==> config.mk <==
export PLATFORM = sky130hd
export DESIGN_NAME = uart_tx_arbiter_flat
export DESIGN_NICKNAME = d
export VERILOG_FILES = /design/src/rtl/uart_tx_arbiter_if.sv /design/src/rtl/uart_tx_arbiter.sv /design/src/flat_wrapper.sv
export SDC_FILE = /design/constraint.sdc
export NUM_CORES = 1
export LEC_CHECK = 0
export BUFFER_PORTS_ARGS = -buffer_cell sky130_fd_sc_hd__buf_2
export CAP_MARGIN = 20
export CORE_MARGIN = 3
export CORE_UTILIZATION = 45
export CTS_CLUSTER_SIZE = 16
export DETAILED_ROUTE_END_ITERATION = 10
export PLACE_DENSITY = 0.74
export SYNTH_ARGS = -nofsm -noshare
export SYNTH_HDL_FRONTEND = slang
export SYNTH_SLANG_ARGS = --single-unit
==> constraint.sdc <==
create_clock -name clk -period 1.9 [get_ports clk]
set_clock_uncertainty 0.15 [all_clocks]
set_input_delay 0.38 -clock clk [delete_from_list [all_inputs] [get_ports clk]]
set_output_delay 0.38 -clock clk [all_outputs]
set_load 0.02 [all_outputs]
==> src/rtl/uart_tx_arbiter_if.sv <==
// Byte-stream requesters on one side, shared UART transmitter byte port on the other.
// slave is the arbiter's view; master is the view of whatever drives the requesters and the transmitter.
interface uart_tx_arbiter_if #(
   parameter int NUM_REQ = 4
);
   logic [NUM_REQ-1:0]       req_valid;
   logic [NUM_REQ-1:0][7:0]  req_data;
   logic [NUM_REQ-1:0]       req_last;
   logic [NUM_REQ-1:0]       req_ready;
   logic [7:0]               tx_data;
   logic                     tx_valid;
   logic                     tx_ready;
   logic [NUM_REQ-1:0]       grant;
   logic                     busy;

   modport master (
      output req_valid, req_data, req_last, tx_ready,
      input  req_ready, tx_data, tx_valid, grant, busy
   );

   modport slave (
      input  req_valid, req_data, req_last, tx_ready,
      output req_ready, tx_data, tx_valid, grant, busy
   );
endinterface

==> src/rtl/uart_tx_arbiter.sv <==
// Round-robin, packet-locked arbiter sharing one UART transmitter byte port.
// Handoff to the transmitter is edge based: it accepts a byte by dropping tx_ready and is done when tx_ready rises.
module uart_tx_arbiter #(
   parameter int         NUM_REQ     = 4,
   parameter bit         HEADER_EN   = 1'b1,
   parameter logic [7:0] HEADER_BASE = 8'hA0,
   parameter int         MAX_BURST   = 16
) (
   input logic              clk,
   input logic              rst,
   uart_tx_arbiter_if.slave bus
);
   localparam int IW = $clog2(NUM_REQ);

   typedef enum logic [2:0] {IDLE, HDR, LOAD, ISSUE, WAIT_DONE} state_t;

   state_t             state;
   logic [IW-1:0]      rr_ptr;
   logic [IW-1:0]      idx;
   logic [NUM_REQ-1:0] grant_r;
   logic [7:0]         tx_data_r;
   logic               tx_valid_r;
   logic [7:0]         burst_cnt;
   logic               hdr_flag;
   logic               last_flag;

   logic [IW-1:0]      pick;
   logic [IW-1:0]      cand;
   logic               found;

   // First valid requester searching upward from rr_ptr+1 with wrap.
   always_comb begin
      pick  = '0;
      cand  = '0;
      found = 1'b0;
      for (int k = 1; k <= NUM_REQ; k++) begin
         cand = IW'((32'(rr_ptr) + 32'(k)) % NUM_REQ);
         if (!found && bus.req_valid[cand]) begin
            found = 1'b1;
            pick  = cand;
         end
      end
   end

   assign bus.req_ready = (state == LOAD) ? grant_r : '0;
   assign bus.grant     = grant_r;
   assign bus.tx_data   = tx_data_r;
   assign bus.tx_valid  = tx_valid_r;
   assign bus.busy      = (state != IDLE);

   always_ff @(posedge clk or posedge rst) begin
      if (rst) begin
         state      <= IDLE;
         rr_ptr     <= IW'(NUM_REQ - 1);
         idx        <= '0;
         grant_r    <= '0;
         tx_data_r  <= 8'h00;
         tx_valid_r <= 1'b0;
         burst_cnt  <= 8'd0;
         hdr_flag   <= 1'b0;
         last_flag  <= 1'b0;
      end else begin
         unique case (state)
            IDLE: begin
               if (bus.tx_ready && found) begin
                  idx       <= pick;
                  rr_ptr    <= pick;
                  grant_r   <= NUM_REQ'(1) << pick;
                  burst_cnt <= 8'd0;
                  state     <= HEADER_EN ? HDR : LOAD;
               end
            end
            HDR: begin
               tx_data_r  <= HEADER_BASE | 8'(idx);
               hdr_flag   <= 1'b1;
               tx_valid_r <= 1'b1;
               state      <= ISSUE;
            end
            // Grant is held even if the owner stalls: packets must complete.
            LOAD: begin
               if (bus.req_valid[idx]) begin
                  tx_data_r  <= bus.req_data[idx];
                  last_flag  <= bus.req_last[idx];
                  if (burst_cnt != 8'hFF) burst_cnt <= burst_cnt + 8'd1;
                  hdr_flag   <= 1'b0;
                  tx_valid_r <= 1'b1;
                  state      <= ISSUE;
               end
            end
            ISSUE: begin
               if (!bus.tx_ready) begin
                  tx_valid_r <= 1'b0;
                  state      <= WAIT_DONE;
               end
            end
            WAIT_DONE: begin
               if (bus.tx_ready) begin
                  if (hdr_flag) begin
                     state <= LOAD;
                  end else if (last_flag || burst_cnt == 8'(MAX_BURST)) begin
                     grant_r <= '0;
                     state   <= IDLE;
                  end else begin
                     state <= LOAD;
                  end
               end
            end
            default: state <= IDLE;
         endcase
      end
   end
endmodule

==> src/flat_wrapper.sv <==
// flat-port wrapper written by rule: the top's interface ports become plain ports
module uart_tx_arbiter_flat 
#(
   parameter int         NUM_REQ     = 4,
   parameter bit         HEADER_EN   = 1'b1,
   parameter logic [7:0] HEADER_BASE = 8'hA0,
   parameter int         MAX_BURST   = 16
)
  (clk, rst, bus_req_valid, bus_req_data, bus_req_last, bus_tx_ready, bus_req_ready, bus_tx_data, bus_tx_valid, bus_grant, bus_busy);
  uart_tx_arbiter_if #(.NUM_REQ(NUM_REQ)) bus_i ();
  input logic clk;
  input logic rst;
  input wire logic [$bits(bus_i.req_valid)-1:0] bus_req_valid;
  input wire logic [$bits(bus_i.req_data)-1:0] bus_req_data;
  input wire logic [$bits(bus_i.req_last)-1:0] bus_req_last;
  input wire logic [$bits(bus_i.tx_ready)-1:0] bus_tx_ready;
  output wire logic [$bits(bus_i.req_ready)-1:0] bus_req_ready;
  output wire logic [$bits(bus_i.tx_data)-1:0] bus_tx_data;
  output wire logic [$bits(bus_i.tx_valid)-1:0] bus_tx_valid;
  output wire logic [$bits(bus_i.grant)-1:0] bus_grant;
  output wire logic [$bits(bus_i.busy)-1:0] bus_busy;
  assign bus_i.req_valid = bus_req_valid;
  assign bus_i.req_data = bus_req_data;
  assign bus_i.req_last = bus_req_last;
  assign bus_i.tx_ready = bus_tx_ready;
  assign bus_req_ready = bus_i.req_ready;
  assign bus_tx_data = bus_i.tx_data;
  assign bus_tx_valid = bus_i.tx_valid;
  assign bus_grant = bus_i.grant;
  assign bus_busy = bus_i.busy;
  uart_tx_arbiter #(.NUM_REQ(NUM_REQ), .HEADER_EN(HEADER_EN), .HEADER_BASE(HEADER_BASE), .MAX_BURST(MAX_BURST)) u_core (.clk(clk), .rst(rst), .bus(bus_i));
endmodule
---- Word level (Yosys, flattened, before mapping) ----
Index checks and enable logic that the tools add are counted.
cells by class
  add/subtract/negate cells ............... 5
  multipliers ............................. 0
  divide/modulo/power cells ............... 0
  magnitude comparators ................... 5
  eq/ne operators ......................... 13
  shift operators ......................... 1
  mux-type cells .......................... 46
  bitwise operators ....................... 0
  reduce and logical (&&, ||, !) cells .... 21
operator list
  cell                                                  number
  two-way mux 8 bit                                     5
  one-hot mux 8 bit (2 select lines)                    2
  two-way mux 4 bit                                     5
  binary-select mux 8 bit (select 2 bit)                1
  < comparator 2 x 3 -> 1 bit (second input constant)   5
  two-way mux 3 bit                                     5
  one-hot mux 3 bit (5 select lines)                    1
  two-way mux 1 bit                                     13
  binary-select mux 1 bit (select 2 bit)                6
  two-way mux 2 bit                                     5
  != test 2 bit (second input constant)                 5
  adder 8 x 1 -> 8 bit (second input constant)          1
  equality test 8 x 5 -> 1 bit (second input constant)  1
  != test 8 bit (second input constant)                 1
  one-hot mux 4 bit (2 select lines)                    1
  AND reduction 4 bit                                   2
  equality test 3 x 2 -> 1 bit (second input constant)  2
  AND reduction 2 bit                                   3
  nonzero test 2 bit                                    3
  nonzero test 3 bit                                    2
  AND reduction 5 bit                                   1
  adder 2 x 1 -> 2 bit (second input constant)          2
  adder 2 bit (second input constant)                   2
  logical AND 1 bit                                     4
  other kinds (10)                                      13
storage, ports and cells
  register bits ........................... 30
  bits in latches ......................... 0
  bits in writable memories ............... 0
  bits in read-only memories .............. 0
  input bits .............................. 43
  output and inout bits ................... 18
  word-level logic and storage cells ...... 100
  memories ................................ 0

---- Logic depth before layout (Yosys ltp) ----
  word-level depth ........................ 16
  gate-level depth with buffers ........... 6
  gate-level depth less buffers ........... 6

---- Least setup slack after synthesis ----
OpenSTA, ideal clock, no wires.
  path type ............................... register -> output
  from .................................... reg u_core.state[0]
  to ...................................... out bus_req_ready[0]
  arrival time ............................ 1.420 ns
  required time ........................... 1.370 ns
  setup slack ............................. -0.050 ns
  cell stages (with the launch flop) ...... 5
  path buffers ............................ 2
  cell sequence ........................... dfrtp_1 > buf_2 > nor3b_2 > clkbuf_1 > and2_1
between the ends
  cells in the longest elaborated chain, start to end .. 2
RTL lines
  what                          RTL line               text
  start: declaration            uart_tx_arbiter.sv:17  state_t state;
  start signal: assignment      uart_tx_arbiter.sv:70  state <= HEADER_EN ? HDR : LOAD;
  equality test 3 x 2 -> 1 bit  uart_tx_arbiter.sv:45  assign bus.req_ready = (state == LOAD) ? grant_r : '0;
  two-way mux 4 bit             uart_tx_arbiter.sv:45
  end: declaration              flat_wrapper.sv:17     output wire logic [$bits(bus_i.req_ready)-1:0] bus_req_ready;
Every way passes these cells.

---- Final worst setup path ----
  from .................................... reg u_core.state[2]
  to ...................................... out bus_req_ready[1]
The elaborated chain is that of the path after synthesis.

==> impl_metrics.tcl <==
set metrics [dict create \
    cts_tree "yes" \
    powerDensity_nw_per_um2 1493 \
    cts_root_buf "clkbuf_8" \
    num_rows 22 \
    yosysUniqueCellTypes 47 \
    num_io_pins 61 \
    p_clk_share_pct 14.0 \
    totalWireLength_um 4720 \
    grt-ovfl-total 0 \
    start_kind "flip-flop" \
    worstMarginPinSlew_ns 0.3915 \
    hold_slack_ns 0.01501 \
    place.gp.congestion 0.9111 \
    synth_edf_count 0 \
    syn2layout_area_growth_pct 42.36 \
    cts_buffer_depth 2 \
    syn_avg_cell_area_sq_um 9.858 \
    hpwl_um 3458 \
    reg2regPathDepth 5 \
    worstPathArrival_ns 1.36 \
    placed_area_sq_um 2327 \
    crit_path_max_fanout 5 \
    grt_pass1_wl_um 7251 \
    yosysSeqAreaShare_pct 42.22 \
    drv_cap 0 \
    htree_levels 2 \
    setup_violations 0 \
    cts.sinks 30 \
    synth_area_sq_um 1784 \
    mostFrequentLayoutCell "buf_2" \
    io_buffers 60 \
    die_x_um 68.97 \
    ant_nets 0 \
    irDropWorstVdd_mv 0.9515 \
    layout-drive-gt1-share_pct 45.99 \
    pre_cts_slack_ns -0.01065 \
    hold_buffers 0 \
    leakage_nw 1.218 \
    reg2reg_setup_slack_ns 0.02 \
    drt-initial-drc-count 73 \
    slew_viol_final 0 \
    yosys_warnings 0 \
    vias 1732 \
    finalCriticalPeriod_ns 1.893 \
    insertedDiodeCount 0 \
    drt-pass1-iter-count 5 \
    syn_inst 181 \
    grtUsageTotal_pct 20.73 \
    synthArstFlopShare_pct 100.0 \
    switching_power_mw 1.542 \
    drc 0 \
    crit_type "flip-flop to output port" \
    hold_violations 0 \
    avgViaCountPerCell 5.379 \
    maxSlewHeadroom_pct 73.90 \
    final_cell_mix "56 x buf_2, 31 x buf_4, 27 x nand2_1, 27 x dfrtp_1, 10 x o21ai_1" \
    grt_pass1_vias 1581 \
    worstSkewPairLatency_ns 0.28 \
    synth_ff_type "dfrtp_1" \
    design_area_sq_um 2540 \
    switching_share_pct 40.66 \
    ys_seq_elements 30 \
    syn_nets 226 \
    wl_per_cell_um 14.66 \
    core-area_sq_um 3744 \
    period_share_pct 99.65 \
    die_area_sq_um 4756 \
    fin_nets 318 \
    p_seq_share_pct 28.7 \
    p_total_mw 3.793 \
    cts_buffers 5 \
    rsz0062_at_grt "true" \
    start_util_pct 47.66 \
    power.internal_mw 2.250 \
    required_ns 1.37 \
    outcome "finished, final reports clean" \
    end_kind "output port" \
    grt_max_degree 31 \
    die_h_um 68.97 \
    combPwrFrac_pct 57.2 \
    max_freq_ghz 0.5282 \
    grt_antenna_before_repair 0 \
    hold_class "input port to async pin" \
    tns_ns 0 \
    path_clk_slew_ns 0.07 \
    fin_ws_ns 0.006690 \
]
==> metrics by stage <==
step	utilization, %	std cells
CTS	65.57	318
detailed placement	62.17	307
floorplan	-	181
global placement	62.17	307
global route	67.85	322
finish	67.85	322
==> cell type report <==
type	count	area (sq um)
tap	48	60.06
clock inverter	1	5.005
timing repair buffer	94	594.3
clock buffer	7	86.33
inverter	9	33.78
multi-input combinational	133	1006
fill	317	1204
sequential	30	754.5
==> metal layers <==
metal,up-vias,global-route usage [%],share of wire (%)
li1,854,-,-
met1,814,28.87,43
met2,56,32.26,51
met3,8,2.593,4.4
met4,0,9.246,1.6
met5,-,0,0
==> sequential cells by signal (all words and copies together) (netlist names) <==
| signal | count |
|---|---|
| u_core.bus.grant | 4 |
| u_core.state | 3 |
| u_core.last_flag | 1 |
| u_core.hdr_flag | 1 |
| u_core.burst_cnt | 8 |
| u_core.idx | 2 |
| u_core.rr_ptr | 2 |
| u_core.bus.tx_valid | 1 |
| u_core.bus.tx_data | 8 |
==> cells by family (layout without fill, tap and decap cells) <==
family / after synthesis / in the layout / share of synthesized area, %
compound gates: 52 / 52 / 20.48
fa+ha+maj: 2 / 2 / 1.402
buf+inv: 18 / 111 / 4.067
flops: 30 / 30 / 42.22
mux: 13 / 13 / 13.11
simple gates: 66 / 66 / 18.72
==> synthesized netlist by cell type (2+ instances only) <==
library cell / number / area, sq um
nor2_1: 9 / 33.78
dfstp_2: 2 / 52.55
ha_1: 2 / 25.02
nand4_1: 2 / 12.51
mux2i_1: 2 / 20.02
a311oi_1: 2 / 17.52
buf_2: 4 / 20.02
o31ai_1: 4 / 30.03
a21oi_1: 10 / 50.05
o21ai_1: 10 / 50.05
clkbuf_1: 5 / 18.77
nand2b_1: 4 / 25.02
dfrtp_1: 28 / 700.7
inv_1: 9 / 33.78
nor3_1: 2 / 10.01
o21ai_0: 3 / 15.01
a22o_1: 2 / 17.52
and2_1: 5 / 31.28
nand3_1: 7 / 35.03
o211ai_1: 3 / 22.52
mux2_2: 2 / 22.52
nand2_1: 27 / 101.4
a21o_1: 3 / 22.52
or4_1: 2 / 15.01
mux4_2: 8 / 180.2
o2bb2ai_1: 3 / 26.28
==> power by group through the flow <==
stage | Combinational, mW | Clock, mW | Sequential [mW]
after CTS | 2.09 | 0.542 | 1.08
after floorplan | 1.14 | 0 | 1.23
after detailed placement | 2.02 | 0 | 1.08
after global placement | 1.99 | 0 | 1.07
final | 2.17 | 0.532 | 1.09
after global routing | 2.38 | 0.574 | 1.13
==> what timing repair did <==
item,4_1_cts,5_1_grt
gates resized for setup,4,17
endpoints found under the setup margin,6,11
gates cloned,0,0
buffers inserted,3,4
pin swaps,2,9
hold endpoints to repair,0,0
==> critical path, cell delays in order (launching register included) <==
cell	delay (ns)
dfrtp_2	0.45
nor3b_4	0.23
buf_6	0.15
and2_1	0.14
buf_6	0.11
==> final timing paths <==
| kind | start | end |
|---|---|---|
| setup / recovery | u_core.state[2] | bus_req_ready[1] |
| hold / removal | rst | u_core.burst_cnt[3] |
| setup reg to reg | u_core.state[2] | u_core.bus.grant[3] |
| hold reg to reg | u_core.bus.tx_data[1] | u_core.bus.tx_data[1] |
| max in group asynchronous | rst | u_core.rr_ptr[1] |
| min in group clk | bus_tx_ready | u_core.state[2] |
(Power assumes the default switching activity.)
